<file path="config.mk">
export PLATFORM = sky130hd
export DESIGN_NAME = cfi_alert_unit
export DESIGN_NICKNAME = d
export VERILOG_FILES = /design/src/rtl/cfi_alert_unit.sv
export SDC_FILE = /design/constraint.sdc
export NUM_CORES = 1
export LEC_CHECK = 0
export ABC_AREA = 1
export BUFFER_PORTS_ARGS = -buffer_cell sky130_fd_sc_hd__buf_2
export CORE_ASPECT_RATIO = 0.5
export CORE_UTILIZATION = 35
export DETAILED_ROUTE_END_ITERATION = 6
export HOLD_SLACK_MARGIN = 0.02
export SETUP_SLACK_MARGIN = 0.5
export SLEW_MARGIN = 20
export SYNTH_ARGS = -nofsm -noshare
export SYNTH_HDL_FRONTEND = slang
export SYNTH_SLANG_ARGS = --single-unit
</file>
<file path="constraint.sdc">
create_clock -name clk_i -period 6.07 [get_ports clk_i]
set_clock_uncertainty 0.1 [all_clocks]
set_input_delay 0.607 -clock clk_i [delete_from_list [all_inputs] [get_ports clk_i]]
set_output_delay 0.607 -clock clk_i [all_outputs]
set_load 0.005 [all_outputs]
</file>
<file path="src/rtl/cfi_alert_unit.sv">
// rtl/cfi_alert_unit.sv - CFI violation log FIFO, saturating counter and irq/halt escalation
module cfi_alert_unit #(
  parameter int unsigned DEPTH = 4,
  parameter int unsigned PC_W  = 64,
  parameter int unsigned CNT_W = 8
) (
  input  logic             clk_i,
  input  logic             rst_ni,
  input  logic             viol_valid_i,
  input  logic [PC_W-1:0]  viol_pc_i,
  input  logic [1:0]       viol_code_i,
  input  logic             clear_i,
  input  logic [CNT_W-1:0] thresh_i,
  output logic             log_valid_o,
  input  logic             log_ready_i,
  output logic [PC_W-1:0]  log_pc_o,
  output logic [1:0]       log_code_o,
  output logic             irq_o,
  input  logic             irq_ack_i,
  output logic             halt_req_o,
  output logic [CNT_W-1:0] viol_count_o,
  output logic             overflow_o
);

  localparam int unsigned AW = (DEPTH > 1) ? $clog2(DEPTH) : 1;

  typedef enum logic [1:0] {
    IDLE = 2'd0,
    PEND = 2'd1,
    HALT = 2'd2
  } state_e;

  state_e           state_q, state_d;
  logic [AW:0]      wptr_q, wptr_d, rptr_q, rptr_d;
  logic [CNT_W-1:0] count_q, count_d;
  logic             overflow_q, overflow_d;
  logic             irq_q, irq_d;
  logic             halt_q, halt_d;

  logic [PC_W-1:0]  pc_mem_q   [DEPTH];
  logic [1:0]       code_mem_q [DEPTH];

  logic             empty, full, pop, push, drop, thresh_hit;
  logic [CNT_W-1:0] count_inc;

  // Extra MSB on the pointers separates full (MSBs differ) from empty (equal).
  assign empty = (wptr_q == rptr_q);
  assign full  = (wptr_q[AW] != rptr_q[AW]) && (wptr_q[AW-1:0] == rptr_q[AW-1:0]);

  assign pop  = !empty && log_ready_i && !clear_i;
  assign push = viol_valid_i && !clear_i && (!full || pop);
  assign drop = viol_valid_i && !clear_i && full && !pop;

  assign count_inc  = (count_q == {CNT_W{1'b1}}) ? count_q : count_q + CNT_W'(1);
  assign thresh_hit = (thresh_i != '0) && viol_valid_i && (count_inc >= thresh_i);

  always_comb begin
    wptr_d     = wptr_q;
    rptr_d     = rptr_q;
    count_d    = count_q;
    overflow_d = overflow_q;
    if (clear_i) begin
      wptr_d     = '0;
      rptr_d     = '0;
      count_d    = '0;
      overflow_d = 1'b0;
    end else begin
      if (push) wptr_d = wptr_q + (AW+1)'(1);
      if (pop)  rptr_d = rptr_q + (AW+1)'(1);
      if (drop) overflow_d = 1'b1;
      if (viol_valid_i) count_d = count_inc;
    end
  end

  always_comb begin
    state_d = state_q;
    if (clear_i) begin
      state_d = IDLE;
    end else if (thresh_hit) begin
      state_d = HALT;
    end else begin
      unique case (state_q)
        IDLE:    if (viol_valid_i) state_d = PEND;
        PEND:    if (irq_ack_i && !viol_valid_i) state_d = IDLE;
        HALT:    state_d = HALT;
        default: state_d = IDLE;
      endcase
    end
    irq_d  = (state_d == PEND) || (state_d == HALT);
    halt_d = (state_d == HALT);
  end

  always_ff @(posedge clk_i or negedge rst_ni) begin
    if (!rst_ni) begin
      state_q    <= IDLE;
      wptr_q     <= '0;
      rptr_q     <= '0;
      count_q    <= '0;
      overflow_q <= 1'b0;
      irq_q      <= 1'b0;
      halt_q     <= 1'b0;
    end else begin
      state_q    <= state_d;
      wptr_q     <= wptr_d;
      rptr_q     <= rptr_d;
      count_q    <= count_d;
      overflow_q <= overflow_d;
      irq_q      <= irq_d;
      halt_q     <= halt_d;
    end
  end

  // Storage needs no reset: the head is masked whenever the FIFO is empty.
  always_ff @(posedge clk_i) begin
    if (push) begin
      pc_mem_q[wptr_q[AW-1:0]]   <= viol_pc_i;
      code_mem_q[wptr_q[AW-1:0]] <= viol_code_i;
    end
  end

  assign log_valid_o  = !empty;
  assign log_pc_o     = empty ? '0 : pc_mem_q[rptr_q[AW-1:0]];
  assign log_code_o   = empty ? '0 : code_mem_q[rptr_q[AW-1:0]];
  assign irq_o        = irq_q;
  assign halt_req_o   = halt_q;
  assign viol_count_o = count_q;
  assign overflow_o   = overflow_q;

endmodule

</file>
==> summary.md, run 1 <==
| Metric | Value |
|---|---|
| Final worst path period share | `around 63%` |
| Delay-heaviest family, CP | `simple AND/OR/NAND/NOR gates` |
| Drt pass-1 iters | `5` |
| Post-synth ARST share | `6.714%` |
| Area Growth Syn to Fin | `19.25%` |
| Total grt overflow | `0` |
| Clock root cell | `clkbuf_16` |
| RSZ-0062 raised after global routing | `no` |
| CP peak stage delay | `660 ps` |
| Synth top cells by count | `edfxtp_1, nor2_1, nand2_1` |
| Die span in x | `roughly 260 um` |
| Worst Setup End Kind | `output port` |
| CP Data Required Time | `roughly 5400 ps` |
| Vias in the first global route | `roughly 7300` |
| Drt initial violations | `roughly 450` |
| Hold Vio Cnt, Final | `0` |
| FF-to-FF path depth | `9` |
| Number of hold buffers added after cts | `1` |
| Lkg Pwr | `5.664 nW` |
| Routed Wire Length | `26140 um` |
| Core box area | `32120 um2` |
| CTS sink cnt | `between 200 and 300` |
| Global Route Usage Sum | `around 15%` |
| Die area | `approximately 34000 um2` |
| Crit start category | `flip-flop` |
| Layout Nets | `between 1000 and 1500` |
| Grt met3 use | `roughly 2.4%` |
| Synthesized cell area | `between 10000 and 15000 um2` |
| Synth cell types | `30` |
| Worst-Margin Slew | `between 1000 and 1500 ps` |
| Final worst slack | `between 2000 and 2500 ps` |
| CP arrival | `just over 3000 ps` |
| Row cnt | `46` |
| Worst r2r dst | `pc_mem_q[2][53]` |
| CTS max path bufs | `3` |
| Fin cells | `about 1600` |
| Cell accounting for the most synthesized area | `edfxtp_1` |
| Antenna violations before repair | `4` |
| Tightest Hold Check Type | `in -> reg` |
| Worst hold slack | `about 180 ps` |
| Power Density | `about 330 nW/um2` |
| CTS Buf Count | `27` |
| Detailed-route DRC error count | `0` |
| Period minus WS final | `roughly 3800 ps` |
| Max Clk Rate | `about 0.26 GHz` |
| Yosys top cell area share | `between 60% and 70%` |
| Largest net degree at the start of global routing | `109` |
| VDD IR-drop max | `between 200 and 250 uV` |
| Count of cells resized by post-cts repair | `0` |
| Reg2Reg Setup Slack | `roughly 3000 ps` |
| TritonCTS clock tree | `built` |
| Crit path cell chain | `inv_4 -> nand2_1 -> nand2_1 -> nor2_4 -> nand2_2 -> buf_4 -> nand2_1 -> inv_1 -> buf_2` |
| Post-CTS Setup Bufs | `0` |
| Slew Limit Fails | `0` |
| Final instance area | `approximately 14000 um2` |
| R2R Path Start | `rptr_q[0]` |
| Most frequent CP cell | `nand2_1` |
| HPWL after DPL | `15840 um` |
| Total I/O pin count | `around 160` |
| Crit Path Class | `reg -> out` |
| WP buf/inv | `4` |
| M2 GR Usage | `a little over a quarter` |
| Final core occ | `43.04%` |
| Crit path to | `log_pc_o[21]` |
| Placed cells | `between 1500 and 2000` |
| GP Congestion | `0.7588` |
| Status | `finished, final reports clean` |
| Worst slack, placed | `approximately 2800 ps` |
| Initial Utilization | `between 30% and 40%` |
| Setup_tns | `0 ps` |
| Setup-failing EPs final | `0` |
| Met1 Usage GRT | `19.43%` |
| Synth Net Count | `approximately 1100` |
| Largest cells by area after synthesis | `edfxtp_1, o21ai_0, nor2_1, dfrtp_1, nand2_1` |
| CTS clock-pin slew for the worst setup and hold paths | `about 70 ps` |
| Register area share after synthesis | `between 70% and 80%` |
| Worst slew margin | `between 20 and 30%` |
| WL per Instance | `between 15 and 20 um` |
| Die Height | `roughly 130 um` |
| Slowest CP cell | `nand2_2` |
| Share of cells above drive strength 1 | `between 10% and 20%` |
| Critical Path Start | `rptr_q[0]` |
| Fillers | `roughly 3000` |
| Clock latency on the worst-skew pair | `about 540 ps` |
| H-tree levels | `1` |
| # port buffers | `157` |
| DP Area | `12940 um2` |
| Tot Pwr | `4.630 mW` |
| EDFF count, synth | `264` |
| Max Cap Viol | `0` |
| First-pass GRT wire length | `between 30000 and 40000 um` |
| Flops & latches, synth | `283` |
| Post-route ant nets | `0` |
| Crit-path max FO | `40` |
| Via density | `around 4.9` |
| Syn Area/Cell | `between 10 and 15 um2` |
| Ys flop type | `edfxtp_1` |
| Synth warnings | `0` |
| GR peak layer | `met2` |
| Routed vias | `7576` |
| Cell count along the critical path | `9` |
| Post-Synthesis Cells | `between 900 and 1000` |
| Most frequent cell after synthesis | `edfxtp_1` |
routing by layer:
| layer | wire [um] | share of wire, % | vias to the layer above |
|---|---|---|---|
| met5 | 13 | 0.050 | - |
| li1 | - | - | 3641 |
| met3 | 941 | 3.6 | 41 |
| met2 | 13080 | 50 | 123 |
| met1 | 11630 | 44 | 3769 |
| met4 | 476 | 1.8 | 2 |
area by class of cell:
class | instances | area [um2] | share of cell area [%]
antenna | 1 | 2.502 | 0.01810
inverter | 104 | 392.9 | 2.842
tap | 432 | 540.5 | 3.911
multi-input combinational | 523 | 2571 | 18.60
timing repair buffer | 172 | 1040 | 7.522
clock inverter | 15 | 176.4 | 1.276
sequential | 283 | 8408 | 60.83
clock buffer | 31 | 690.7 | 4.997
cells in the final DEF (no fill, tap or decap), drive strengths merged, types with 2 or more instances in the layout:
cell type,n
buf,171
clkinv,7
inv,106
ha,15
bufinv,3
nand2,125
nand3,11
dfrtp,19
xnor2,2
clkbuf,31
a21oi,4
nor2,146
xor2,6
edfxtp,264
o22ai,66
clkinvlp,3
o21ai,140
flip-flops by register name, summed over array words and instances (netlist names):
register / cells
pc_mem_q: 256
code_mem_q: 8
viol_count_o: 8
rptr_q: 3
wptr_q: 3
state_q: 2
halt_req_o: 1
irq_o: 1
overflow_o: 1
cells by family (layout without fill, tap and decap cells):
kind of cell	after synthesis	in the layout	share of synthesized area, %
other	0	1	0
buffers and inverters	155	322	5.581
DFF	283	283	72.50
adders and majority gates	15	15	1.619
xor gates and xnor gates	8	8	0.6045
and+or+nand+nor	285	285	9.585
AOI/OAI and AO/OA	215	215	10.11
how the worst min path moves through the flow:
| stage | start | endpoint | slack (ps) | depth (start not counted) |
|---|---|---|---|---|
| final | viol_code_i[1] | code_mem_q[2][1] | 180 | 1 |
| after global routing | viol_pc_i[29] | pc_mem_q[2][29] | 160 | 1 |
| after CTS | viol_pc_i[29] | pc_mem_q[2][29] | 160 | 1 |
| after detailed placement | overflow_o | overflow_o | 430 | 2 |
| after global placement | overflow_o | overflow_o | 410 | 2 |
| after floorplan | rst_ni | halt_req_o | 210 | 0 |
where the power goes:
| group | internal [mW] | switching, mW |
|---|---|---|
| clock | 0.948 | 0.717 |
| combinational | 0.257 | 0.477 |
| sequential | 2.20 | 0.0330 |
| total | 3.40 | 1.23 |
(Power assumes the default switching activity.)
==> inputs of run 2 (changes only) <==
clock period = 3.45 ns   (was 6.07 ns; I/O delays follow)
==> summary.md, run 2 (same netlist as run 1, synthesis figures left out) <==
| Metric | Value |
|---|---|
| VDD IR-drop max | `411.8 uV (+80%)` |
| Worst hold slack | `53.46 ps (-122.1 ps)` |
| Area Growth Syn to Fin | `24.99%` |
| Share of cells above drive strength 1 | `19.13% (-0.72 points)` |
| Max reg flops | `256 (unchanged)` |
| Final worst path period share | `between 80% and 90%` |
| Hold path start | `log_ready_i` |
| Routed vias | `7938 (+4.8%)` |
| TritonCTS clock tree | `built` |
| CTS max path bufs | `3 (unchanged)` |
| CTS clock-pin slew for the worst setup and hold paths | `60 ps (about the same)` |
| RSZ-0062 raised after global routing | `no` |
| Period minus WS final | `roughly 2800 ps` |
| Routed Wire Length | `26840 um (+2.7%)` |
| Commonest non-fill, non-tap cell in the layout | `edfxtp_1` |
| Die Height | `130.7 um (unchanged)` |
| Final worst slack | `649.7 ps (-1621 ps)` |
| Power Density | `567.4 nW/um2 (+69%)` |
| Commonest non-fill, non-tap cells in the layout | `edfxtp_1, buf_2, nor2_1` |
| Row cnt | `46 (unchanged)` |
| CP peak stage delay | `550 ps (-110 ps)` |
| Drt initial violations | `644 (+43%)` |
| Die area | `33890 um2 (unchanged)` |
| Worst-Margin Slew | `495.1 ps (-558.1 ps)` |
| Worst Setup End Kind | `output port` |
| Layout Nets | `1276 (+5.8%)` |
| Fillers | `2974 (-0.44%)` |
| Slowest CP cell | `dfrtp_2` |
| Clock root cell | `clkbuf_16` |
| Total grt overflow | `0 (unchanged)` |
| Post-route ant nets | `0 (unchanged)` |
| Drt pass-1 iters | `5 (unchanged)` |
| CTS Buf Count | `28 (+3.7%)` |
| Antenna violations before repair | `0 (-4)` |
| Final core occ | `45.11% (+2.1 points)` |
| Max Clk Rate | `0.3571 GHz` |
| Core box area | `32120 um2 (unchanged)` |
| Placed cells | `1515 (+0.13%)` |
| Vias in the first global route | `7681 (+5.8%)` |
| Global Route Usage Sum | `15.42% (+0.42 points)` |
| WL per Instance | `16.43 um (-1.9%)` |
| Crit start category | `flip-flop` |
| H-tree levels | `1 (unchanged)` |
| Sw Share | `26.86% (+0.35 points)` |
| Critical Path Start | `rptr_q[1]` |
| Die span in x | `259.4 um (unchanged)` |
| Logic pwr share | `17.2% (+1.3 points)` |
| # port buffers | `157 (unchanged)` |
| Delay-heaviest family, CP | `buffers and inverters` |
| Sequential power share | `47.6% (-0.6 points)` |
| Largest net degree at the start of global routing | `105 (-3.7%)` |
| Antenna cell count | `0 (-1)` |
| Tightest Hold Check Type | `in -> reg` |
| Slew Limit Fails | `0 (unchanged)` |
| Clk pwr share | `35.2% (-0.8 points)` |
| CP Data Required Time | `3000 ps (-2360 ps)` |
| Int Pwr | `6.013 mW (+77%)` |
| Crit path cell chain | `inv_2 -> buf_8 -> o21ai_0 -> o22ai_1 -> nand2_1 -> inv_1 -> buf_2` |
| Worst slew margin | `66.99% (+37 points)` |
| Initial Utilization | `36.09% (unchanged)` |
| First-pass GRT wire length | `41350 um (+3.9%)` |
| Hold Vio Cnt, Final | `0 (unchanged)` |
| Crit Path Class | `reg -> out` |
| Final instance area | `14490 um2 (+4.8%)` |
| Clock latency on the worst-skew pair | `530 ps (about the same)` |
| Worst slack, placed | `740.5 ps (-2030 ps)` |
| Total I/O pin count | `158 (unchanged)` |
| Crit-path max FO | `67 (+68%)` |
| R2R Path Start | `viol_count_o[0]` |
| Lkg Pwr | `5.961 nW (+5.3%)` |
| Setup-failing EPs final | `0 (unchanged)` |
| Status | `finished, final reports clean` |
| Sw Pwr | `2.208 mW (+80%)` |
| CTS sink cnt | `283 (unchanged)` |
| CP arrival | `2360 ps (-730 ps)` |
| HPWL after DPL | `15080 um (-4.8%)` |
| Max Cap Viol | `0 (unchanged)` |
| GP Congestion | `0.8000 (+5.4%)` |
| WP buf/inv | `4 (unchanged)` |
| Via density | `4.858 (about the same)` |
| Tot Pwr | `8.220 mW (+78%)` |
| DP Area | `12890 um2 (-0.35%)` |
| Detailed-route DRC error count | `0 (unchanged)` |
| Setup_tns | `0 ps (unchanged)` |
| Fin cells | `1634 (+4.7%)` |
run 2: cell count changes in the layout (fill, tap and decap cells not counted), moves of 3 or more:
| cell | change |
|---|---|
| dlygate4sd3_1 | +66 |
| clkbuf_8 | +3 |
| buf_6 | +3 |
| buf_16 | -3 |
run 2: layout make-up:
class	count	area [um2]	share of cell area (%)
Inverter	104	402.9	2.781
Sequential cell	283	8408	58.04
Multi-Input combinational cell	523	2571	17.75
Clock buffer	35	747.0	5.156
Clock inverter	16	130.1	0.8982
Tap cell	432	540.5	3.731
Timing Repair Buffer	241	1688	11.65
run 2: path summary, 6_finish.rpt:
| kind | endpoint | slack, ps | depth (start not counted) |
|---|---|---|---|
| worst max-delay path | log_pc_o[39] | 650 | 7 |
| worst min-delay path | rptr_q[2] | 50 | 3 |
| worst max register to register | irq_o | 870 | 17 |
| worst min register to register | overflow_o | 430 | 2 |
| max in group asynchronous | rptr_q[0] | 2680 | 2 |
| min in group asynchronous | viol_count_o[5] | 200 | 2 |
run 2: metal layers:
layer | share of wire, % | wire (um) | track usage, % | vias to the layer above
met3 | 3.5 | 942 | 2.025 | 37
met1 | 42 | 11280 | 19.19 | 3953
met4 | 1.9 | 497 | 3.564 | 0
met5 | 0 | 0 | 0 | -
met2 | 53 | 14120 | 28.75 | 155
li1 | - | - | - | 3793
run 2: timing repair:
item                                   4_1_cts  5_1_grt
buffers inserted                             0        1
hold buffers                                67        0
setup endpoints to repair                   67       67
endpoints found under the hold margin      283        0
resized for setup                            3        8
run 2: power groups by stage:
stage	clock network [mW]	logic, mW	registers (mW)
after floorplan	0	0.817	3.97
after global placement	0	1.32	3.99
after detailed placement	0	1.35	3.99
after CTS	2.95	1.42	3.92
after global routing	3.09	1.59	3.92
final	2.89	1.41	3.91
run 2: tightest hold or removal path, cell delays in order:
cell     delay, ps
buf_2          110
nand2_1        110
o31ai_1         80
==> inputs of run 3 (changes only) <==
ABC_AREA = 0   (was 1)
clock period = 2.5 ns   (was 3.45 ns; I/O delays follow)
==> summary.md, run 3 <==
| Metric | Value |
|---|---|
| Tightest Hold Check Type | `in -> reg` |
| TritonCTS clock tree | `built` |
| Drt initial violations | `611 (-5.1%)` |
| RSZ-0062 raised after global routing | `yes` |
| Largest cells by area after synthesis | `edfxtp_1, mux4_2, dfrtp_1, nor2b_1, ha_1` |
| Antenna violations before repair | `0 (unchanged)` |
| Setup-failing EPs final | `70 (+70)` |
| Post-Synthesis Cells | `571 (-41%)` |
| Crit-path max FO | `5 (-93%)` |
| Worst slew margin | `63.09% (-3.9 points)` |
| Post-synth ARST share | `6.714% (unchanged)` |
| Max reg flops | `256 (unchanged)` |
| Delay-heaviest family, CP | `buffers and inverters` |
| Flops & latches, synth | `283 (unchanged)` |
| Synthesized cell area | `11370 um2 (-1.9%)` |
| CTS max path bufs | `3 (unchanged)` |
| Commonest non-fill, non-tap cells in the layout | `edfxtp_1, buf_2, dlygate4sd3_1` |
| Clock root cell | `clkbuf_16` |
| Drt pass-1 iters | `5 (unchanged)` |
| Final worst slack | `-200.4 ps (-850.0 ps)` |
| Worst hold slack | `44.94 ps (-8.525 ps)` |
| Total I/O pin count | `158 (unchanged)` |
| CP peak stage delay | `510 ps (-40 ps)` |
| Die span in x | `256.9 um (-0.97%)` |
| Commonest non-fill, non-tap cell in the layout | `edfxtp_1` |
| Clock latency on the worst-skew pair | `550 ps (+20 ps)` |
| Status | `finished, violations left` |
| Initial Utilization | `35.71% (-0.38 points)` |
| H-tree levels | `1 (unchanged)` |
| Max Clk Rate | `between 0.3 and 0.4 GHz` |
| Vias in the first global route | `7012 (-8.7%)` |
| Hold Vio Cnt, Final | `0 (unchanged)` |
| Most frequent CP cell | `buf_6` |
| Fin cells | `1376 (-16%)` |
| Share of cells above drive strength 1 | `48.83% (+30 points)` |
| Post-route ant nets | `0 (unchanged)` |
| CTS Buf Count | `27 (-3.6%)` |
| Period minus WS final | `about 2700 ps` |
| Routed vias | `6852 (-14%)` |
| Register area share after synthesis | `73.93% (+1.4 points)` |
| Area Growth Syn to Fin | `45.54%` |
| Failing checks | `setup timing` |
| Power Density | `827.8 nW/um2 (+46%)` |
| Worst Setup End Kind | `output port` |
| First-pass GRT wire length | `43340 um (+4.8%)` |
| Largest net degree at the start of global routing | `39 (-63%)` |
| Die area | `33240 um2 (-1.9%)` |
| Synth cell types | `44 (+47%)` |
| Max Cap Viol | `0 (unchanged)` |
| Slowest CP cell | `dfrtp_4` |
| Lkg Pwr | `6.078 nW (+2.0%)` |
| Routed Wire Length | `31430 um (+17%)` |
| Yosys top cell area share | `69.75% (+1.4 points)` |
| Slew Limit Fails | `0 (unchanged)` |
| Core box area | `31830 um2 (-0.90%)` |
| Cell accounting for the most synthesized area | `edfxtp_1` |
| Crit path cell chain | `xor2_4 -> buf_6 -> nor3_4 -> buf_6 -> buf_6 -> buf_8 -> buf_12 -> buf_16 -> nor2b_2 -> buf_2` |
| Row cnt | `46 (unchanged)` |
| Synth top cells by count | `edfxtp_1, nor2b_1, mux4_2` |
| Global Route Usage Sum | `17.60% (+2.2 points)` |
| HPWL after DPL | `13220 um (-12%)` |
| Crit start category | `flip-flop` |
| Crit Path Class | `reg -> out` |
| Detailed-route DRC error count | `0 (unchanged)` |
| CP arrival | `2350 ps (about the same)` |
| WP buf/inv | `7 (+3)` |
| Worst-Margin Slew | `547.9 ps (+52.72 ps)` |
| Die Height | `129.4 um (-0.96%)` |
| CP Data Required Time | `2150 ps (-850 ps)` |
| # port buffers | `157 (unchanged)` |
| Most frequent cell after synthesis | `edfxtp_1` |
| Synth Net Count | `666 (-37%)` |
| CTS sink cnt | `283 (unchanged)` |
| Syn Area/Cell | `19.91 um2 (+65%)` |
| Ys flop type | `edfxtp_1` |
| Layout Nets | `1019 (-20%)` |
| GP Congestion | `0.7648 (-4.4%)` |
| Synth warnings | `0 (unchanged)` |
| Final worst path period share | `108.0%` |
| Antenna cell count | `0 (unchanged)` |
| WL per Instance | `22.84 um (+39%)` |
| Placed cells | `1167 (-23%)` |
| Via density | `4.980 (+2.5%)` |
| EDFF count, synth | `264 (unchanged)` |
| VDD IR-drop max | `542.6 uV (+32%)` |
| Total grt overflow | `0 (unchanged)` |
| CTS clock-pin slew for the worst setup and hold paths | `60 ps (about the same)` |
==> run 3: cell count changes after synthesis, moves of 8 or more <==
cell      previous run  this run
o22ai_1             66         0
nor2_1             144        24
inv_1              102        12
o21ai_1             18         1
clkbuf_1            31         8
o21ai_0            122         7
mux4_2               0        66
nand3_1             11         3
nor2b_1              0        68
nand2_1            123         4
==> run 3: cells by family after synthesis <==
group                      Yosys count  share of synthesized area (%)
muxes                               72                          13.64
adders and majority gates           15                          1.651
DFF                                283                          73.93
and+or+nand+nor                    121                          6.121
buffers and inverters               39                          1.761
AOI/OAI and AO/OA                   28                          1.761
xor gates and xnor gates            13                          1.134
==> run 3: what timing repair did <==
item	4_1_cts	5_1_grt
hold buffers	67	0
pin swaps	18	9
hold endpoints to repair	283	0
resized for setup	82	75
cloned	27	10
buffers inserted	37	19
setup endpoints to repair	271	286
==> run 3: area by class of cell <==
cell class	instances	area, um2
Timing Repair Buffer	337	3341
Multi-Input combinational cell	263	3368
Sequential cell	283	8419
Fill cell	2459	15290
Clock inverter	8	77.57
Tap cell	432	540.5
Inverter	12	47.55
Clock buffer	41	748.2
==> run 3: metal layers <==
| layer | GRT usage (%) | share of wire (%) | wire, um |
|---|---|---|---|
| met3 | 2.934 | 5.8 | 1808 |
| met2 | 30.52 | 50 | 15720 |
| met5 | 0 | 0 | 0 |
| met4 | 5.812 | 3.4 | 1068 |
| met1 | 22.80 | 41 | 12830 |
==> run 3: metrics by stage <==
step                cell area, um2  TNS (ps)  utilization (%)  power [mW]  setup slack [ps]
floorplan                    11560    -34670                -       6.835            -521.7
global placement             13040    -168.6            40.96       7.684            -168.6
detailed placement           13040    -293.1            40.96       7.700            -232.1
CTS                          15840     -8997            49.77       13.29            -207.2
global route                 16540    -13910            51.97       14.15            -291.1
finish                       16540     -9958            51.97       13.69            -200.4
==> run 3: path summary, 6_finish.rpt <==
path / start / endpoint / slack (ps) / depth (start not counted)
worst max-delay path: rptr_q[1] / log_pc_o[23] / -200 / 10
worst min-delay path: log_ready_i / overflow_o / 40 / 4
worst max register to register: viol_count_o[1] / irq_o / -190 / 13
worst min register to register: overflow_o / overflow_o / 410 / 2
max in group asynchronous: rst_ni / rptr_q[1] / 1810 / 2
min in group asynchronous: rst_ni / viol_count_o[7] / 100 / 2
==> run 3: power breakdown <==
group	internal [mW]	switching, mW	total (mW)
Sequential	5.33	0.0540	5.39
Clock	2.18	1.76	3.93
Combinational	2.48	1.89	4.38
Total	9.99	3.70	13.7
==> run 3: worst reg2reg max path, cell delays in order (launching register included) <==
cell	delay [ps]
dfrtp_2	400
ha_4	170
nand3_4	80
nor2_4	160
buf_6	130
nor3b_4	40
xor2_1	170
ha_2	190
a211oi_2	200
nor2_1	90
or3b_4	370
o21a_1	210
ha_4	260
inv_1	30
